File: config.mk
export PLATFORM = sky130hd
export DESIGN_NAME = demux_1_4
export DESIGN_NICKNAME = d
export VERILOG_FILES = /design/src/rtl/demux_pkg.sv /design/src/rtl/demux_slot.sv /design/src/rtl/demux_1_4.sv
export SDC_FILE = /design/constraint.sdc
export NUM_CORES = 1
export LEC_CHECK = 0
export ABC_CLOCK_PERIOD_IN_PS = 1200
export BUFFER_PORTS_ARGS = -buffer_cell sky130_fd_sc_hd__buf_2
export CAP_MARGIN = 0
export CORE_MARGIN = 2
export CORE_UTILIZATION = 40
export DETAILED_ROUTE_END_ITERATION = 6
export GPL_TIMING_DRIVEN = 0
export PLACE_DENSITY = 0.7
export RECOVER_POWER = 100
export SYNTH_ARGS = -nofsm -noshare
export SYNTH_HDL_FRONTEND = slang
export SYNTH_SLANG_ARGS = --single-unit
File: constraint.sdc
create_clock -name clk -period 1.2 [get_ports clk]
set_input_delay 0.12 -clock clk [delete_from_list [all_inputs] [get_ports clk]]
set_output_delay 0.12 -clock clk [all_outputs]
set_load 0.03 [all_outputs]
File: src/rtl/demux_pkg.sv
// Shared constants and types for the 1-to-4 registered demultiplexer.
// Channel count, select width, default word width and channel-index helpers.
// Imported by demux_slot and demux_1_4.
package demux_pkg;

  localparam int NCH   = 4;
  localparam int SEL_W = 2;
  localparam int DEF_W = 4;

  typedef logic [SEL_W-1:0] ch_idx_t;
  typedef logic [NCH-1:0]   ch_mask_t;

  // Round-robin successor; the SEL_W-bit add wraps 3 -> 0 naturally.
  function automatic ch_idx_t next_ch(input ch_idx_t c);
    return c + ch_idx_t'(1);
  endfunction

  function automatic ch_mask_t ch_onehot(input ch_idx_t c);
    ch_mask_t m;
    m    = '0;
    m[c] = 1'b1;
    return m;
  endfunction

endpackage

File: src/rtl/demux_slot.sv
// One-entry holding slot: W-bit data register plus full flag.
// Latency: fill visible after the edge. Backpressure: a fill and drain in the same cycle keeps it full.
// Data is only written on fill, so it stays stable under backpressure and after drain.
module demux_slot
  import demux_pkg::*;
#(
  parameter int W = DEF_W
) (
  input  logic         clk,
  input  logic         rst_n,
  input  logic         fill,
  input  logic         drain,
  input  logic [W-1:0] d,
  output logic         vld,
  output logic [W-1:0] dat
);

  logic         full_q;
  logic [W-1:0] dat_q;

  always_ff @(posedge clk) begin
    if (!rst_n) begin
      full_q <= 1'b0;
    end else if (fill) begin
      full_q <= 1'b1;
    end else if (drain) begin
      full_q <= 1'b0;
    end
  end

  always_ff @(posedge clk) begin
    if (!rst_n) begin
      dat_q <= '0;
    end else if (fill) begin
      dat_q <= d;
    end
  end

  assign vld = full_q;
  assign dat = dat_q;

endmodule

File: src/rtl/demux_1_4.sv
// Registered 1-to-4 demux with per-channel one-entry slots; round-robin select under DEMUX_AUTO_EN.
// Latency: word accepted at edge n is valid on its channel after edge n; one word per cycle sustained.
// Backpressure: i_ready = slot empty or being drained this cycle; no path from i_valid to i_ready.
module demux_1_4
  import demux_pkg::*;
#(
  parameter int W = DEF_W
) (
  input  logic         clk,
  input  logic         rst_n,
  input  logic [W-1:0] i,
  input  logic         i_valid,
  output logic         i_ready,
  input  logic [1:0]   s,
  input  logic         auto,
  output logic [W-1:0] y0,
  output logic [W-1:0] y1,
  output logic [W-1:0] y2,
  output logic [W-1:0] y3,
  output logic [3:0]   y_valid,
  input  logic [3:0]   y_ready,
  output logic [3:0]   occ,
  output logic [1:0]   ptr
);

  ch_idx_t        sel;
  ch_mask_t       full;
  ch_mask_t       drain;
  ch_mask_t       fill;
  logic           accept;
  logic [W-1:0]   slot_dat [NCH];

`ifdef DEMUX_AUTO_EN
  ch_idx_t ptr_q;

  // Pointer advances only on words actually taken in auto mode.
  always_ff @(posedge clk) begin
    if (!rst_n) begin
      ptr_q <= '0;
    end else if (accept && auto) begin
      ptr_q <= next_ch(ptr_q);
    end
  end

  assign sel = auto ? ptr_q : ch_idx_t'(s);
  assign ptr = ptr_q;
`else
  logic unused_auto;

  assign unused_auto = auto;
  assign sel         = ch_idx_t'(s);
  assign ptr         = '0;
`endif

  assign drain   = full & y_ready;
  assign i_ready = ~full[sel] | y_ready[sel];
  assign accept  = i_valid & i_ready;
  assign fill    = accept ? ch_onehot(sel) : '0;

  for (genvar k = 0; k < NCH; k++) begin : g_slot
    demux_slot #(.W(W)) u_slot (
      .clk   (clk),
      .rst_n (rst_n),
      .fill  (fill[k]),
      .drain (drain[k]),
      .d     (i),
      .vld   (full[k]),
      .dat   (slot_dat[k])
    );
  end

  assign y0      = slot_dat[0];
  assign y1      = slot_dat[1];
  assign y2      = slot_dat[2];
  assign y3      = slot_dat[3];
  assign y_valid = full;
  assign occ     = full;

endmodule

== Word level (Yosys, flattened, before mapping) ==
Index checks and enable logic that the tools add are counted.

* Register bits: 20
* Latch bits: 0
* Bits in writable memories: 0
* Bits in read-only memories: 0
* Bits of input ports: 14
* Output and inout bits: 27
* Word-level logic and storage cells: 34
* Memories: 0

* Add/subtract/negate cells: 0
* Multiply operators: 0
* Divide/modulo/power cells: 0
* $lt $le $gt $ge: 2
* Equal/unequal tests: 0
* Shift-type cells: 0
* Multiplexer cells: 15
* Bitwise gates (word level): 4
* Reductions and logical operators: 5

{| class="wikitable"
|+ Operators with widths
! operator !! count
|-
| $mux W1 || 11
|-
| $reduce_bool A2 Y1 || 4
|-
| $and A4 B4 Y4 || 1
|-
| $bmux W1 S2 || 2
|-
| $mux W4 || 1
|-
| $lt A2 B3 Y1 const B || 1
|-
| $demux W1 S2 || 1
|-
| $ge A2 B1 Y1 const B || 1
|-
| $and A1 B1 Y1 || 1
|-
| $logic_and A1 B1 Y1 || 1
|-
| $not A1 Y1 || 1
|-
| $or A1 B1 Y1 || 1
|}

== Longest topological paths before layout ==
* Word-level depth: 7
* Mapped depth: 4

== Hierarchy ==
From an unflattened synthesis, not the netlist that was laid out.

* Cells, all modules: 84
* Area total of the unflattened synthesis: 938.4 µm²

{| class="wikitable"
|+ By module, submodules not included
! module !! times used !! cells each !! area each (µm²)
|-
| demux_slot || 4 || 16 || 190.2
|-
| demux_1_4 || 1 || 20 || 177.7
|}

== Worst setup path before layout ==
Ideal clock, no wire load.

* Path type: register to output
* From: register g_slot[0].u_slot.full_q
* To: output port i_ready
* Arrival time: 0.977 ns
* Data required time: 1.080 ns
* Slack: 0.103 ns
* Stages on the path, launching flop included: 3
* Cells stage by stage: dfxtp_1 nand2b_1 mux4_2

* Word-level cells in the longest chain between the ends: 4

{| class="wikitable"
|+ RTL lines
! item !! line !! RTL
|-
| from (decl) || demux_slot.sv:18 || <nowiki>logic full_q;</nowiki>
|-
| from (signal assigned) || demux_slot.sv:23 || <nowiki>full_q <= 1'b0;</nowiki>
|-
| from (signal assigned) || demux_slot.sv:25 || <nowiki>full_q <= 1'b1;</nowiki>
|-
| from (signal assigned) || demux_slot.sv:27 || <nowiki>full_q <= 1'b0;</nowiki>
|-
| $bmux W1 S2 || demux_1_4.sv:56 || <nowiki>assign i_ready = ~full[sel] | y_ready[sel];</nowiki>
|-
| $mux W1 (not written as such) || demux_1_4.sv:56 ||
|-
| $not A1 Y1 || demux_1_4.sv:56 ||
|-
| $or A1 B1 Y1 || demux_1_4.sv:56 ||
|-
| to (decl) || demux_1_4.sv:13 || <nowiki>output logic i_ready,</nowiki>
|}

No other way between the ends. The select of a mux whose other input is x is not followed.

== Worst setup path after layout ==
* From: register g_slot[2].u_slot.full_q
* To: output port i_ready

* Word-level cells in the longest chain between the ends: 4

{| class="wikitable"
|+ RTL lines
! item !! line
|-
| from (decl) || demux_slot.sv:18
|-
| from (signal assigned) || demux_slot.sv:23
|-
| from (signal assigned) || demux_slot.sv:25
|-
| from (signal assigned) || demux_slot.sv:27
|-
| $bmux W1 S2 || demux_1_4.sv:56
|-
| $mux W1 (not written as such) || demux_1_4.sv:56
|-
| $not A1 Y1 || demux_1_4.sv:56
|-
| $or A1 B1 Y1 || demux_1_4.sv:56
|}

No other way between the ends. The select of a mux whose other input is x is not followed.

==> flow_metrics.tcl <==
set metrics [dict create \
    numCtsBuffers 3 \
    synth_edf_count 0 \
    tns_ns -0.309 \
    viasPerCell 4.52 \
    path_max_fanout 3 \
    antenna_found_initial 0 \
    fmax_mhz 683 \
    arrival_ns 1.34 \
    synthFlopType "dfxtp_1" \
    dieArea_um2 2650 \
    period_share 1.22 \
    initial_core_util 0.416 \
    swShare 0.272 \
    critPathCaptureType "primary output" \
    startpoint "g_slot[2].u_slot.vld$_SDFFE_PN0P_" \
    violations "setup timing" \
    tritoncts "yes" \
    fin_skew_ns 0.00519 \
    synth_top_area_frac 0.443 \
    area_delta_synth_final_pct 43.5 \
    rsz0062_at_grt "true" \
    p_comb_frac 0.207 \
    hold_buffers 0 \
    grt_start_max_net_pins 11 \
    nets 154 \
    ys_seq_area_frac 0.443 \
    clk_latency_ns 0.29 \
    powerDensity_nw_per_um2 977 \
    top_layer_used "met4" \
    pin_count 41 \
    syn_area_per_cell_um2 10.2 \
    dp_cells 155 \
    root_buffer "clkbuf_4" \
    ir_drop_uv 723 \
    netlist_instances 89 \
    synth.most_common_cell "nand2_1" \
    cp.required_ns 1.08 \
    status "complete, but fails checks" \
    p_leak_nw 0.638 \
    core_um2 2170 \
    dpl.hpwl_mm 1.35 \
    synth_top_area_cell "dfxtp_1" \
    grt_use_total 0.159 \
    worst_hold_slack_ns 0.126 \
    hold_path_class "primary input to flop" \
    r2r_start "g_slot[3].u_slot.vld$_SDFFE_PN0P_" \
    grt_overflow 0 \
    die_y_um 51.5 \
    power.total_w 0.00127 \
    hold_viol 0 \
    antenna_cells 0 \
    grt_pass1_vias 731 \
    finalWirelength_mm 1.92 \
    path_clk_slew_ns 0.10 \
    grt_pass1_wl_mm 3.07 \
    hp-start "y_ready[2]" \
    die_x_um 51.5 \
    met1_length_um 816 \
    yosysWarnings 0 \
    drv_slew 0 \
    setup_viol 3 \
    drv_cap 0 \
    min_period_ns 1.46 \
    cts_htree_levels 1 \
    ys_top_cells_by_area "dfxtp_1, mux2i_1, nand2_1, buf_4, nand2b_1" \
    clkPwrFrac 0.237 \
    vias 751 \
    criticalPathCategory "flop to primary output" \
    placementRows 17 \
    final_cell_area_um2 1300 \
    drt_iter0_drc 8 \
    wl_per_cell_um 11.6 \
    cts_buffer_depth 2 \
    synth_commonest_cells "nand2_1, dfxtp_1, mux2i_1, buf_4, nand2b_1" \
    placed_area_um2 1130 \
    drc 0 \
    setup_ws_ns -0.264 \
    io_buffers 37 \
    ys_types 18 \
    p_seq_frac 0.555 \
    startpoint_type "flop" \
    synth-seq-cells 20 \
    met2_length_um 913 \
    dr_wl_met3_um 144 \
    drive_gt1_frac 0.543 \
    power.net_switching_w 0.000344 \
    routabilityCongestion 0.677 \
    ant_nets 0 \
    cts.sinks 20 \
    synth-async-reset-ratio 0 \
    drtPass1Iterations 4 \
    netlist_area_um2 903 \
    p_int_w 0.000922 \
    final_cell_count_no_fill 166 \
]
[layer usage]
metal | vias up | global-route usage
li1 | 378 | -
met4 | 0 | 0.0921
met5 | - | 0
met3 | 4 | 0.0402
met2 | 33 | 0.265
met1 | 336 | 0.183
[cell families after synthesis]
logic type             count (synthesis)  share of synthesized area
buffers and inverters                 14                      0.118
and+or+nand+nor                       33                      0.199
muxes                                 17                      0.202
other                                  1                    0.00415
AOI/OAI and AO/OA                      4                     0.0332
DFF                                   20                      0.443
[critical path, cell delays in order, from the launching register on]
cell	delay [ns]
dfxtp_2	0.38
nand2b_4	0.06
mux4_2	0.46
buf_6	0.15
[path summary, 6_finish.rpt]
kind	end	slack [ns]	depth (start not counted)
setup / recovery	i_ready	-0.26	3
hold / removal	g_slot[2].u_slot.vld$_SDFFE_PN0P_	0.13	3
setup reg to reg	g_slot[3].u_slot.dat[1]$_SDFFE_PN0P_	0.04	6
hold reg to reg	g_slot[0].u_slot.dat[0]$_SDFFE_PN0P_	0.46	2
[metrics by stage]
stage,worst slack (ns),utilization
after floorplan,0.103,-
after global routing,-0.316,0.597
after detailed placement,-0.0271,0.520
final,-0.264,0.597
after global placement,-0.00167,0.520
after CTS,-0.276,0.552
[layout by cell type, fill, tap and decap left out]
cell	count
mux4_2	1
nand3_2	1
mux2i_1	16
dfxtp_1	16
dfxtp_2	4
a21boi_0	3
nand3b_2	1
nor2b_2	2
nor3_4	1
nand2b_1	1
conb_1	2
clkbuf_1	1
o21a_1	1
clkbuf_4	3
nand2_1	22
buf_2	31
nand2b_4	3
and3_4	1
nor2b_1	1
buf_6	13
buf_4	14
[area by class of cell]
| type | instances | area [µm²] |
|---|---|---|
| Fill cell | 208 | 873 |
| Multi-Input combinational cell | 56 | 423 |
| Sequential cell | 20 | 405 |
| Timing Repair Buffer | 45 | 297 |
| Buffer | 14 | 114 |
| Tap cell | 28 | 35.0 |
| Clock buffer | 3 | 22.5 |
[registers in the layout, summed over array words and instances (netlist names)]
| register | cells |
|---|---|
| g_slot.u_slot.vld | 4 |
| g_slot.u_slot.dat | 16 |
[power by group through the flow]
stage                     combinational [W]  sequential, W  clock, W
final                              0.000263       0.000703  0.000300
after global routing               0.000282       0.000706  0.000338
after CTS                          0.000240       0.000701  0.000318
after detailed placement           0.000229       0.000715         0
after global placement             0.000226       0.000715         0
after floorplan                    0.000123       0.000752         0
[timing repair]
item	CTS	global route
gates resized for setup	7	20
setup buffers	4	4
endpoints found under the setup margin	1	4
pin swaps	0	1
No activity file was read; power rests on OpenSTA's default activity.
